**src/rtl/bcd_pkg.sv**
```systemverilog
// Shared types and constants for the sequential binary-to-BCD converter.
package bcd_pkg;

    typedef enum logic [1:0] {
        StIdle  = 2'd0,
        StShift = 2'd1,
        StDone  = 2'd2
    } state_e;

    // Decimal digits needed for any W-bit unsigned value, i.e. ceil(W*log10(2)).
    function automatic int unsigned min_digits(input int unsigned w);
        longint unsigned v;
        int unsigned     n;
        v = (64'd1 << w) - 64'd1;
        n = 0;
        for (int i = 0; i < 20; i++) begin
            if (v != 64'd0) begin
                n++;
                v = v / 64'd10;
            end
        end
        if (n == 0) begin
            n = 1;
        end
        return n;
    endfunction

endpackage

```
**src/rtl/bcd_digit_adjust.sv**
```systemverilog
// One double-dabble correction step: a digit above 4 gets 3 added before the shift.
module bcd_digit_adjust (
    input  logic [3:0] i_digit,
    output logic [3:0] o_digit
);

    assign o_digit = (i_digit > 4'd4) ? (i_digit + 4'd3) : i_digit;

endmodule

```
**src/rtl/seq_bin_to_bcd.sv**
```systemverilog
// Sequential double-dabble converter: W cycles per value, ready/valid on both sides,
// saturates to all nines on overflow and flags leading zeros for display blanking.
module seq_bin_to_bcd
    import bcd_pkg::*;
#(
    parameter int unsigned W      = 16,
    parameter int unsigned DIGITS = 5
) (
    input  logic                clk,
    input  logic                rst_n,
    input  logic                in_valid,
    output logic                in_ready,
    input  logic [W-1:0]        in_data,
    output logic                out_valid,
    input  logic                out_ready,
    output logic [4*DIGITS-1:0] bcd,
    output logic                ovf,
    output logic [DIGITS-1:0]   blank
);

    localparam int unsigned NB = 4 * DIGITS;
    localparam int unsigned CW = $clog2(W + 1);
    // With enough digits for every W-bit value the carry-out can never be set.
    localparam bit OvfPossible = (DIGITS < min_digits(W));

    state_e          r_state, w_state_nxt;
    logic [CW-1:0]   r_cnt, w_cnt_nxt;
    logic [W-1:0]    r_sr, w_sr_nxt;
    logic [NB-1:0]   r_digits, w_digits_nxt;
    logic [NB-1:0]   w_adj;
    logic            r_ovf, w_ovf_nxt;
    logic            w_accept;
    logic            w_upper_zero;
    logic [DIGITS-1:0] w_blank;

    for (genvar g = 0; g < DIGITS; g++) begin : g_adj
        bcd_digit_adjust u_adj (
            .i_digit(r_digits[4*g +: 4]),
            .o_digit(w_adj[4*g +: 4])
        );
    end

    assign in_ready = (r_state == StIdle) || ((r_state == StDone) && out_ready);
    assign w_accept = in_valid && in_ready;

    always_comb begin
        w_state_nxt  = r_state;
        w_cnt_nxt    = r_cnt;
        w_sr_nxt     = r_sr;
        w_digits_nxt = r_digits;
        w_ovf_nxt    = r_ovf;
        if (w_accept) begin
            w_sr_nxt     = in_data;
            w_digits_nxt = '0;
            w_ovf_nxt    = 1'b0;
            w_cnt_nxt    = CW'(W);
            w_state_nxt  = StShift;
        end else begin
            case (r_state)
                StShift: begin
                    w_digits_nxt = {w_adj[NB-2:0], r_sr[W-1]};
                    w_sr_nxt     = {r_sr[W-2:0], 1'b0};
                    w_ovf_nxt    = r_ovf | (OvfPossible & w_adj[NB-1]);
                    w_cnt_nxt    = r_cnt - CW'(1);
                    if (r_cnt == CW'(1)) begin
                        w_state_nxt = StDone;
                    end
                end
                StDone: begin
                    if (out_ready) begin
                        w_state_nxt = StIdle;
                    end
                end
                StIdle:  w_state_nxt = StIdle;
                default: w_state_nxt = StIdle;
            endcase
        end
    end

    always_ff @(posedge clk) begin
        if (!rst_n) begin
            r_state  <= StIdle;
            r_cnt    <= '0;
            r_sr     <= '0;
            r_digits <= '0;
            r_ovf    <= 1'b0;
        end else begin
            r_state  <= w_state_nxt;
            r_cnt    <= w_cnt_nxt;
            r_sr     <= w_sr_nxt;
            r_digits <= w_digits_nxt;
            r_ovf    <= w_ovf_nxt;
        end
    end

    // Scan from the top digit down; a digit is blank while everything above it is zero.
    always_comb begin
        w_blank      = '0;
        w_upper_zero = 1'b1;
        for (int i = DIGITS - 1; i >= 0; i--) begin
            w_upper_zero = w_upper_zero & (r_digits[4*i +: 4] == 4'd0);
            if (i > 0) begin
                w_blank[i] = w_upper_zero;
            end
        end
    end

    always_comb begin
        out_valid = (r_state == StDone);
        bcd       = '0;
        ovf       = 1'b0;
        blank     = '0;
        if (r_state == StDone) begin
            ovf = r_ovf;
            if (r_ovf) begin
                bcd = {DIGITS{4'h9}};
            end else begin
                bcd   = r_digits;
                blank = w_blank;
            end
        end
    end

endmodule

```
**config.mk**
```make
export PLATFORM = sky130hd
export DESIGN_NAME = seq_bin_to_bcd
export DESIGN_NICKNAME = d
export VERILOG_FILES = /design/src/rtl/bcd_pkg.sv /design/src/rtl/bcd_digit_adjust.sv /design/src/rtl/seq_bin_to_bcd.sv
export SDC_FILE = /design/constraint.sdc
export NUM_CORES = 1
export LEC_CHECK = 0
export BUFFER_PORTS_ARGS = -buffer_cell sky130_fd_sc_hd__buf_2
export CAP_MARGIN = 20
export CORE_UTILIZATION = 25
export DETAILED_ROUTE_END_ITERATION = 6
export RECOVER_POWER = 100
export SKIP_CTS_REPAIR_TIMING = 1
export SYNTH_ARGS = -nofsm -noshare
export SYNTH_HDL_FRONTEND = slang
export SYNTH_SLANG_ARGS = --single-unit
```
**constraint.sdc**
```tcl
create_clock -name clk -period 1.75 [get_ports clk]
set_input_delay 0.0875 -clock clk [delete_from_list [all_inputs] [get_ports clk]]
set_output_delay 0.0875 -clock clk [all_outputs]
set_load 0.1 [all_outputs]
```
======== After elaboration in Yosys (flattened, before gate mapping) ========
Cells that the tools add are included.
operators by class
  add/sub/neg operators ................... 6
  mux-type cells .......................... 15
  bitwise logic cells ..................... 4
  eq/ne operators ......................... 7
  order comparisons ....................... 5
  reductions and logical operators ........ 12
operators by type and width
  kind                                                                    number
  16-bit two-way mux                                                      2
  4-bit by 3-bit > comparator with 1-bit output (second input constant)   5
  20-bit two-way mux                                                      1
  4-bit by 2-bit adder with 4-bit output (second input constant)          4
  4-bit logical NOT                                                       4
  4-bit two-way mux                                                       4
  5-bit two-way mux                                                       3
  5-bit by 1-bit equality test with 1-bit output (second input constant)  1
  5-bit by 1-bit subtractor with 5-bit output (second input constant)     1
  2-bit two-way mux                                                       2
  2-bit case mux with 2 select lines                                      1
  2-bit AND reduction                                                     2
  3-bit by 2-bit adder with 3-bit output (second input constant)          1
  1-bit AND                                                               3
  3-bit two-way mux                                                       1
  3-bit by 1-bit != test with 1-bit output (second input constant)        1
  3-bit != test (second input constant)                                   1
  2-bit by 1-bit equality test with 1-bit output (second input constant)  1
  2-bit equality test (second input constant)                             1
  1-bit logical AND                                                       2
  2-bit logical NOT                                                       1
  2-bit by 1-bit != test with 1-bit output (second input constant)        1
  2-bit != test (second input constant)                                   1
  2-bit nonzero test                                                      1
  other kinds (4)                                                         4
word-level totals
  bits in registers ....................... 43
  output and inout bits ................... 28
  input port bits ......................... 20

======== Logic depth before layout (Yosys ltp) ========
Gate-level depths: netlist of run 1.
  word-level depth ........................ 6
  gate-level depth with buffers ........... 5
  gate-level depth less buffers ........... 5

======== Modules after synthesis ========
A second synthesis of run 1 with hierarchy kept.
second synthesis, totals
  cells, all modules ...................... 325
  area, all modules ....................... 2543.7 um^2
by module, submodules not included
  module            instances  cells an instance  area each (um^2)
  seq_bin_to_bcd    1          250                2024.4
  bcd_digit_adjust  5          15                 103.8

======== Worst setup path after synthesis of run 1 ========
OpenSTA, ideal clock, no wires.
  path kind ............................... register to output
  start ................................... reg r_digits[12]
  end ..................................... out blank[1]
  stages on the path, launching flop included .. 6
  path buffers ............................ 0
  arrival ................................. 4071 ps
  path slack .............................. -2408 ps
  data required time ...................... 1662 ps
  cell sequence ........................... dfxtp_1 > inv_1 > ha_1 > nor3b_1 > nand4_1 > nor4b_1
between the ends
  longest elaborated chain between the ends .. 5
ends and longest elaborated chain
  item                     line                   RTL
  start, declared          seq_bin_to_bcd.sv:29   logic [NB-1:0] r_digits, w_digits_nxt;
  start signal, assigned   seq_bin_to_bcd.sv:91   r_digits <= w_digits_nxt;
  4-bit logical NOT        seq_bin_to_bcd.sv:101  w_upper_zero = w_upper_zero & (r_digits[4*i +: 4] == 4'd0);
  1-bit AND (3 in series)  seq_bin_to_bcd.sv:101
  5-bit two-way mux        seq_bin_to_bcd.sv:113  if (r_state == StDone) begin
  end, declared            seq_bin_to_bcd.sv:18   output logic [DIGITS-1:0] blank
No other way between the ends.

======== Worst setup path after layout of run 1 ========
  start ................................... reg r_digits[13]
  end ..................................... out blank[1]
The elaborated chain is that of the path after synthesis.

==> results of run 1 <==
[layout make-up]
type / count / area, sq um
flip-flops and latches: 43 / 863
multi-input cells: 220 / 1410
well taps: 129 / 161
repair buffers: 63 / 734
fillers: 960 / 5920
clock inverters: 2 / 35.0
inverters: 21 / 78.8
clock buffers: 6 / 82.6
[synthesized netlist by cell type (10+ instances only)]
cell,instances
dfxtp_1,43
nor2_1,19
a21oi_1,10
and2_1,21
nor2b_1,10
a31oi_1,11
a311oi_1,15
or4_1,11
buf_2,13
nor4_1,15
o211ai_1,12
nand2_1,46
inv_1,19
[registers in the layout (all words and copies together) (netlist names)]
signal	count
r_cnt	5
r_state	2
r_sr	16
r_digits	20
[power groups by stage]
stage / Combinational [W] / Clock [W] / Sequential, W
finish: 0.000378 / 0.000797 / 0.00107
global route: 0.000420 / 0.000866 / 0.00108
CTS: 0.000375 / 0.000823 / 0.00107
detailed placement: 0.000373 / 0 / 0.00109
global placement: 0.000365 / 0 / 0.00109
floorplan: 0.000272 / 0 / 0.00108
[kinds of logic after synthesis]
kind of cell | after synthesis
XOR/XNOR | 1
flip-flops | 43
other | 1
AO/OA/AOI/OAI | 67
buffers and inverters | 47
multiplexers | 4
AND/OR/NAND/NOR | 137
adder cells (fa/ha/maj) | 9
[worst max-delay path by stage]
stage                 start       end  depth (start not counted)
2_1_floorplan  r_digits[12]  blank[1]                          5
3_3_place_gp   r_digits[12]  blank[1]                          6
3_5_place_dp   r_digits[12]  blank[1]                          6
4_1_cts        r_digits[12]  blank[1]                          6
5_1_grt        r_digits[13]  blank[1]                          7
6_report       r_digits[13]  blank[1]                          7
[routing by layer]
layer	share of wire, %	vias up
li1	-	1191
met1	48	1061
met2	46	66
met3	5.9	5
met4	0.62	0
met5	0	-
[through the flow]
stage | hold slack (ns) | util, % | setup TNS [ns] | std cells | power (W)
2_1_floorplan | 0.209 | - | -0.521 | 310 | 0.00135
3_3_place_gp | 0.335 | 34.4 | 0 | 470 | 0.00145
3_5_place_dp | 0.351 | 34.4 | -0.0129 | 470 | 0.00146
4_1_cts | 0.0468 | 35.7 | -0.706 | 478 | 0.00227
5_1_grt | 0.0480 | 36.2 | -4.66 | 484 | 0.00236
6_report | 0.0528 | 36.2 | -0.260 | 484 | 0.00225
==> results.json, run 1 <==
{
  "violations": "negative setup slack",
  "top_usage_layer": "met2",
  "area_delta_synth_final_pct": 39.8,
  "dieHeight_um": 100,
  "finalWirelength_mm": 5.85,
  "cp.buffers_inverters": 3,
  "power.density_nw_per_um2": 668,
  "path_delay_family": "simple AND/OR/NAND/NOR gates",
  "fin_skew_ns": 0.00839,
  "rsz0062_at_grt": "yes",
  "status": "finished, violations left",
  "clkLatencyLatePin_ns": 0.29,
  "yosysTopAreaCell": "dfxtp_1",
  "fin_crit_ns": 1.89,
  "antenna_found_initial": 0,
  "cts.sinks": 43,
  "yosysUniqueCellTypes": 38,
  "hold_path_startpoint": "rst_n",
  "p_sw_w": 0.000614,
  "hold_depth": 2,
  "fin_crit_sh_pct": 108,
  "start_util_pct": 25.9,
  "io_pins": 48,
  "dieArea_sq_um": 10000,
  "cp-end-kind": "primary output",
  "vias": 2323,
  "most-common-layout-cells": "nand2_1, dfxtp_1, buf_12",
  "diodes": 0,
  "yosysSeqAreaShare_pct": 35.8,
  "die_x_um": 100,
  "power.internal_w": 0.00163,
  "design_area_sq_um": 3360,
  "via_per_inst": 4.80,
  "synth_ff_type": "dfxtp_1",
  "gp_congestion": 0.818,
  "yosys_warnings": 0,
  "drtIter0Drc": 99,
  "critPathMaxStageDelay_ns": 0.34,
  "grt_pass1_vias": 2170,
  "hold_path.class": "in -> reg",
  "syn-cell-area_sq_um": 2410,
  "irDropWorstVdd_uv": 400,
  "relSlewSlack_pct": 65.2,
  "grt_max_degree": 32,
  "final_common_cell": "nand2_1",
  "cts_made_buffers": 5,
  "yosysTopAreaCellShare_pct": 35.8,
  "met3_usage_pct": 2.79,
  "reg2reg_depth": 5,
  "place_area_sq_um": 3190,
  "reg2reg_slack_ns": 0.06,
  "synthAdderAreaFrac_pct": 4.68,
  "muxShareOfSynthArea_pct": 1.66,
  "hold_viol": 0,
  "yosys.area_share.xor_xnor_pct": 0.364,
  "r2r-end": "r_sr[4]",
  "avgSynthCellArea_sq_um": 7.79,
  "synth-compound-area-share_pct": 19.4,
  "nNetsFinal": 383,
  "h-tree-depth": 2,
  "root_buffer": "clkbuf_8",
  "row_count": 35,
  "worst_slack_ns": -0.143,
  "cts_tree": "yes",
  "whs_endpoint": "r_state[1]",
  "leakagePower_nw": 1.21,
  "drcViolationCount": 0,
  "cp_cell_sequence": "inv_2, ha_4, nor3b_4, nand4_1, buf_6, nor4b_4, buf_12",
  "async_flop_share_pct": 0,
  "crit_path_start_kind": "flop",
  "worstPathRequired_ns": 1.66,
  "synth_top_family_by_area": "simple AND/OR/NAND/NOR gates",
  "switching_share_pct": 27.4,
  "synth_edf_count": 0,
  "worstPathMaxFanout": 3,
  "coreArea_sq_um": 9280,
  "overflow": 0,
  "clk_pin_slew_ns": 0.08,
  "synthCells": 309,
  "critical_path_class": "reg -> out",
  "power_frac_clock_pct": 35.5,
  "setup_viol": 3,
  "power_frac_seq_pct": 47.7,
  "arrival_ns": 1.81,
  "met2_usage_pct": 18.9,
  "layout-drive-gt1-share_pct": 26.2,
  "synth_top_cells_by_area": "dfxtp_1, nand2_1, a311oi_1",
  "cp_slowest_cell": "dfxtp_2",
  "dr.pass1.iters": 4,
  "synth_simple_gate_area_share_pct": 29.7,
  "place_ws_ns": -0.0129,
  "ant_nets": 0,
  "grt_pass1_wl_mm": 10.1,
  "r2r-start": "r_state[1]",
  "finalMaxSlewViolations": 0,
  "tightest_slew_ns": 0.522,
  "wl_per_cell_um": 12.1,
  "synth_seq_cells": 43,
  "place_hpwl_mm": 4.08,
  "grt_usage_pct": 12.2,
  "maxCapViolCount": 0,
  "met1_usage_pct": 17.2,
  "numPortBuffers": 45,
  "pwr-share-comb_pct": 16.8,
  "clockBufferDepth": 2,
  "clock.fmax_ghz": 0.528
}
No activity file was read; power rests on OpenSTA's default activity.
==> run 2, diff against run 1 <==
--- a/config.mk
+++ b/config.mk
@@ -8,9 +8,11 @@
 export BUFFER_PORTS_ARGS = -buffer_cell sky130_fd_sc_hd__buf_2
 export CAP_MARGIN = 20
 export CORE_UTILIZATION = 25
+export CTS_BUF_LIST = sky130_fd_sc_hd__clkbuf_4 sky130_fd_sc_hd__clkbuf_8 sky130_fd_sc_hd__clkbuf_16
 export DETAILED_ROUTE_END_ITERATION = 6
 export RECOVER_POWER = 100
 export SKIP_CTS_REPAIR_TIMING = 1
 export SYNTH_ARGS = -nofsm -noshare
 export SYNTH_HDL_FRONTEND = slang
 export SYNTH_SLANG_ARGS = --single-unit
+export TNS_END_PERCENT = 50
==> run 2 against run 1 <==
  * The flow still finishes with violations (negative setup slack)
  * Cell count shrank 1.0%
  * Via count grew 2.2%
  * Utilization shrank 0.59 points
  * Design area shrank 1.6%
  * Global-route usage shrank 0.18 points
  * Count of clock-buffer cells in the layout is the same
  * Critical path type unchanged
  * Flip-flop and latch count is the same
  * Worst hold slack lost 0.012 ns
  * Critical path depth shrank 1
  * First-iteration DRC count grew 41%
  * Routed wire length grew 2.1%
==> results.json, run 2 (synthesized netlist as in run 1, its figures left out) <==
{
  "grt_pass1_vias": 2177,
  "most-common-layout-cells": "nand2_1, dfxtp_1, buf_12",
  "irDropWorstVdd_uv": 317,
  "clockBufferDepth": 2,
  "crit_path_start_kind": "flop",
  "dr.pass1.iters": 4,
  "root_buffer": "clkbuf_8",
  "vias": 2375,
  "tightest_slew_ns": 0.549,
  "power_frac_seq_pct": 52.0,
  "status": "finished, violations left",
  "via_per_inst": 4.96,
  "ant_nets": 0,
  "fillers": 996,
  "design_area_sq_um": 3310,
  "dieHeight_um": 100,
  "leakagePower_nw": 1.18,
  "cts.sinks": 43,
  "rsz0062_at_grt": "yes",
  "power_frac_clock_pct": 29.5,
  "grt_pass1_wl_mm": 9.91,
  "relSlewSlack_pct": 63.4,
  "p_sw_w": 0.000606,
  "clock.fmax_ghz": 0.520,
  "nNetsFinal": 380,
  "place_hpwl_mm": 4.23,
  "clk_pin_slew_ns": 0.08,
  "layout-drive-gt1-share_pct": 24.0,
  "finalWirelength_mm": 5.98,
  "pwr-share-comb_pct": 18.5,
  "worstPathMaxFanout": 4,
  "overflow": 0,
  "power.internal_w": 0.00145,
  "numPortBuffers": 45,
  "largestRegisters": "r_digits (20), r_sr (16), r_cnt (5)",
  "whs_ns": 0.0410,
  "wl_per_cell_um": 12.5,
  "largest_reg_flops": 20,
  "hold_viol": 0,
  "grt_usage_pct": 12.0,
  "worst_slack_ns": -0.174,
  "setup_viol": 10,
  "cts_tree": "yes",
  "fin_crit_ns": 1.92,
  "start_util_pct": 25.9,
  "drcViolationCount": 0,
  "fin_skew_ns": 0.00391,
  "drtIter0Drc": 140,
  "dieArea_sq_um": 10000,
  "multi_input_area_sq_um": 1410,
  "row_count": 35,
  "antenna_found_initial": 0,
  "switching_share_pct": 29.5,
  "power.density_nw_per_um2": 622,
  "finalMaxSlewViolations": 0,
  "seq_area_sq_um": 863,
  "regMostFlops": "r_digits",
  "maxCapViolCount": 0,
  "cts_made_buffers": 5,
  "gp_congestion": 0.718,
  "final_common_cell": "nand2_1",
  "arrival_ns": 1.84,
  "coreArea_sq_um": 9280,
  "hold_path.class": "in -> reg",
  "place_area_sq_um": 3200,
  "h-tree-depth": 2,
  "area_delta_synth_final_pct": 37.5,
  "grt_max_degree": 27,
  "diodes": 0,
  "clkLatencyLatePin_ns": 0.29,
  "io_pins": 48,
  "violations": "negative setup slack",
  "cp-end-kind": "primary output",
  "fin_crit_sh_pct": 110,
  "critical_path_class": "reg -> out",
  "die_x_um": 100,
  "worstPathRequired_ns": 1.66
}
## run 2: changes by cell type in the layout (fill, tap and decap cells not counted), moves of 2 or more
cell | before | now
and2_2 | 6 | 2
clkbuf_4 | 1 | 3
nor2_2 | 2 | 0
and2_1 | 12 | 15
clkbuf_2 | 4 | 2
## run 2: path summary, 6_finish.rpt
check / cells past startpoint / start / slack [ns] / end
worst max-delay path: 6 / r_digits[12] / -0.17 / blank[1]
worst max register to register: 4 / r_state[1] / 0.08 / r_sr[5]
worst min-delay path: 2 / rst_n / 0.04 / r_state[1]
worst min register to register: 2 / r_sr[15] / 0.46 / r_digits[0]
## run 2: per-stage QoR
step           setup TNS (ns)  cells  setup slack (ns)  util (%)  total power [W]
2_1_floorplan           -1.08    310            -0.377         -          0.00135
3_3_place_gp                0    471            0.0629      34.4          0.00146
3_5_place_dp                0    471            0.0256      34.4          0.00147
4_1_cts                -0.565    477            -0.299      35.3          0.00207
5_1_grt                 -4.51    479            -0.262      35.6          0.00216
6_report               -0.423    479            -0.174      35.6          0.00206
## run 2: cell type report
type / instances / share of cell area, %
Inverter: 21 / 2.46
Sequential cell: 43 / 26.1
Clock buffer: 6 / 2.31
Tap cell: 129 / 4.88
Multi-Input combinational cell: 220 / 42.5
Timing Repair Buffer: 60 / 21.8
## run 2: worst max-delay path, stage by stage (launching register included)
cell,delay (ns)
dfxtp_2,0.34
inv_2,0.08
ha_4,0.14
nor3b_4,0.18
nand4_1,0.23
nor4b_4,0.36
buf_12,0.21
## run 2: power by group through the flow
| stage | Sequential (W) | Clock [W] | Combinational [W] |
|---|---|---|---|
| 2_1_floorplan | 0.00108 | 0 | 0.000272 |
| 3_3_place_gp | 0.00109 | 0 | 0.000366 |
| 3_5_place_dp | 0.00109 | 0 | 0.000374 |
| 4_1_cts | 0.00107 | 0.000622 | 0.000376 |
| 5_1_grt | 0.00108 | 0.000657 | 0.000422 |
| 6_report | 0.00107 | 0.000607 | 0.000380 |
## run 2: layer usage
metal	share of wire, %	global-route usage (%)	wire length (um)
met2	48	19.8	2850
met5	0	0	0
met4	0.18	2.56	11
met3	5.1	2.37	306
met1	47	16.2	2810
==> run 3, diff against run 2 <==
--- a/config.mk
+++ b/config.mk
@@ -14,5 +14,6 @@
 export SKIP_CTS_REPAIR_TIMING = 1
 export SYNTH_ARGS = -nofsm -noshare
 export SYNTH_HDL_FRONTEND = slang
+export SYNTH_HIERARCHICAL = 1
 export SYNTH_SLANG_ARGS = --single-unit
 export TNS_END_PERCENT = 50
==> run 3 against run 2 <==
  * Fmax grew 16%
  * Worst hold slack got worse by 0.0087 ns
  * Largest cell class unchanged
  * Clock skew increased by 0.0063 ns
  * Setup slack improved by 0.27 ns
  * The flow now finishes without violations
  * Clock power is 17% higher
  * Design area increased by 2.8%
  * Critical endpoint is now blank[3]
  * Highest routed layer unchanged
  * Synthesized cell count up 4.2%
  * Critical path depth decreased by 2
  * Synthesized area grew 4.9%
  * Register-to-register slack improved by 0.09 ns
  * Non-clock buffer count fell by 2
==> results.json, run 3 <==
{
  "antenna_found_initial": 0,
  "coreArea_sq_um": 9770,
  "finalMaxSlewViolations": 0,
  "final_cells": 501,
  "fillers": 1027,
  "worstPathMaxFanout": 19,
  "wl_per_cell_um": 11.6,
  "final_common_cell": "nand2_1",
  "synthCells": 322,
  "rsz0062_at_grt": "yes",
  "clock.fmax_ghz": 0.604,
  "io_pins": 48,
  "die_x_um": 103,
  "grt_usage_pct": 11.8,
  "cts_tree": "yes",
  "hold_viol": 0,
  "place_ws_ns": 0.219,
  "syn-cell-area_sq_um": 2530,
  "setup_viol": 0,
  "post-place-cells": 493,
  "area_delta_synth_final_pct": 34.6,
  "cp-end-kind": "primary output",
  "met3_usage_pct": 2.51,
  "leakagePower_nw": 1.30,
  "worstPathRequired_ns": 1.66,
  "yosys_warnings": 6,
  "met1_usage_pct": 15.8,
  "worst_slack_ns": 0.0947,
  "regMostFlops": "r_digits",
  "overflow": 0,
  "crit_path_start_kind": "flop",
  "arrival_ns": 1.57,
  "clkLatencyLatePin_ns": 0.30,
  "grt_max_degree": 25,
  "irDropWorstVdd_uv": 341,
  "cts_made_buffers": 5,
  "clk_pin_slew_ns": 0.08,
  "layout-drive-gt1-share_pct": 24.7,
  "root_buffer": "clkbuf_8",
  "gp_congestion": 0.820,
  "fin_crit_sh_pct": 94.6,
  "fin_crit_ns": 1.66,
  "postLayoutCoreUtil_pct": 34.8,
  "ant_nets": 0,
  "dieHeight_um": 103,
  "diodes": 0,
  "start_util_pct": 25.8,
  "critical_path_class": "reg -> out",
  "cts.sinks": 43,
  "most-common-layout-cells": "nand2_1, dfxtp_1, buf_12",
  "power.density_nw_per_um2": 613,
  "avgSynthCellArea_sq_um": 7.85,
  "grt_pass1_wl_mm": 9.87,
  "dr.pass1.iters": 4,
  "maxCapViolCount": 0,
  "clockBufferDepth": 2,
  "grt_pass1_vias": 2188,
  "finalWirelength_mm": 5.82,
  "top_usage_layer": "met2",
  "drtIter0Drc": 71,
  "fin_skew_ns": 0.0102,
  "drcViolationCount": 0,
  "largestRegisters": "r_digits (20), r_sr (16), r_cnt (5)",
  "numPortBuffers": 45,
  "place_hpwl_mm": 4.28,
  "met2_usage_pct": 18.7,
  "total_power_w": 0.00208,
  "nNetsFinal": 399,
  "vias": 2276,
  "via_per_inst": 4.54,
  "row_count": 36,
  "largest_reg_flops": 20,
  "hold_path.class": "in -> reg",
  "dieArea_sq_um": 10500,
  "status": "completed",
  "h-tree-depth": 2,
  "fin_setup_tns_ns": 0
}
[run 3: cell types whose count changed in the layout (fill, tap and decap cells not counted), sizes merged, moves of 10 or more]
| cell | change |
|---|---|
| nand2 | +27 |
| a21oi | +19 |
| nor3 | +19 |
| nor2 | -15 |
| nor4 | -11 |
| o211ai | -11 |
| a31oi | -10 |
| or4 | -10 |
[run 3: where the power goes]
group,internal [W],switching (W)
Combinational,0.000110,0.000207
Clock,0.000359,0.000350
Sequential,0.00103,0.0000334
Total,0.00150,0.000590
[run 3: metrics by stage]
step / area, sq um / hold WS [ns]
after global routing: 3400 / 0.0433
after global placement: 3310 / 0.346
final: 3400 / 0.0323
after floorplan: 2540 / 0.205
after detailed placement: 3310 / 0.339
after CTS: 3420 / 0.0209
[run 3: worst paths after layout]
| kind | cells after the start | endpoint | slack [ns] | startpoint |
|---|---|---|---|---|
| min reg2reg | 2 | r_digits[0] | 0.45 | r_sr[15] |
| max reg2reg | 5 | r_cnt[1] | 0.17 | r_state[1] |
| max | 4 | blank[3] | 0.09 | r_state[0] |
| min | 2 | r_state[1] | 0.03 | rst_n |
[run 3: worst max-delay path, cell delays in order (launching register included)]
cell	delay, ns
dfxtp_2	0.36
and2b_2	0.28
buf_4	0.22
and3_1	0.22
buf_12	0.18
[run 3: final cells by class]
type	instances	area (sq um)	area share (%)
clock buffer	7	96.3	2.83
clock inverter	1	7.51	0.221
tap	133	166	4.89
sequential	43	862	25.3
inverter	18	67.6	1.99
multi-input combinational	241	1500	44.0
timing repair buffer	58	704	20.7
[run 3: metal layers]
layer  vias to the layer above  wire, um
met5                         -         0
met4                         0        44
met3                         5       378
met2                        74      2560
met1                      1018      2840
li1                       1179         -
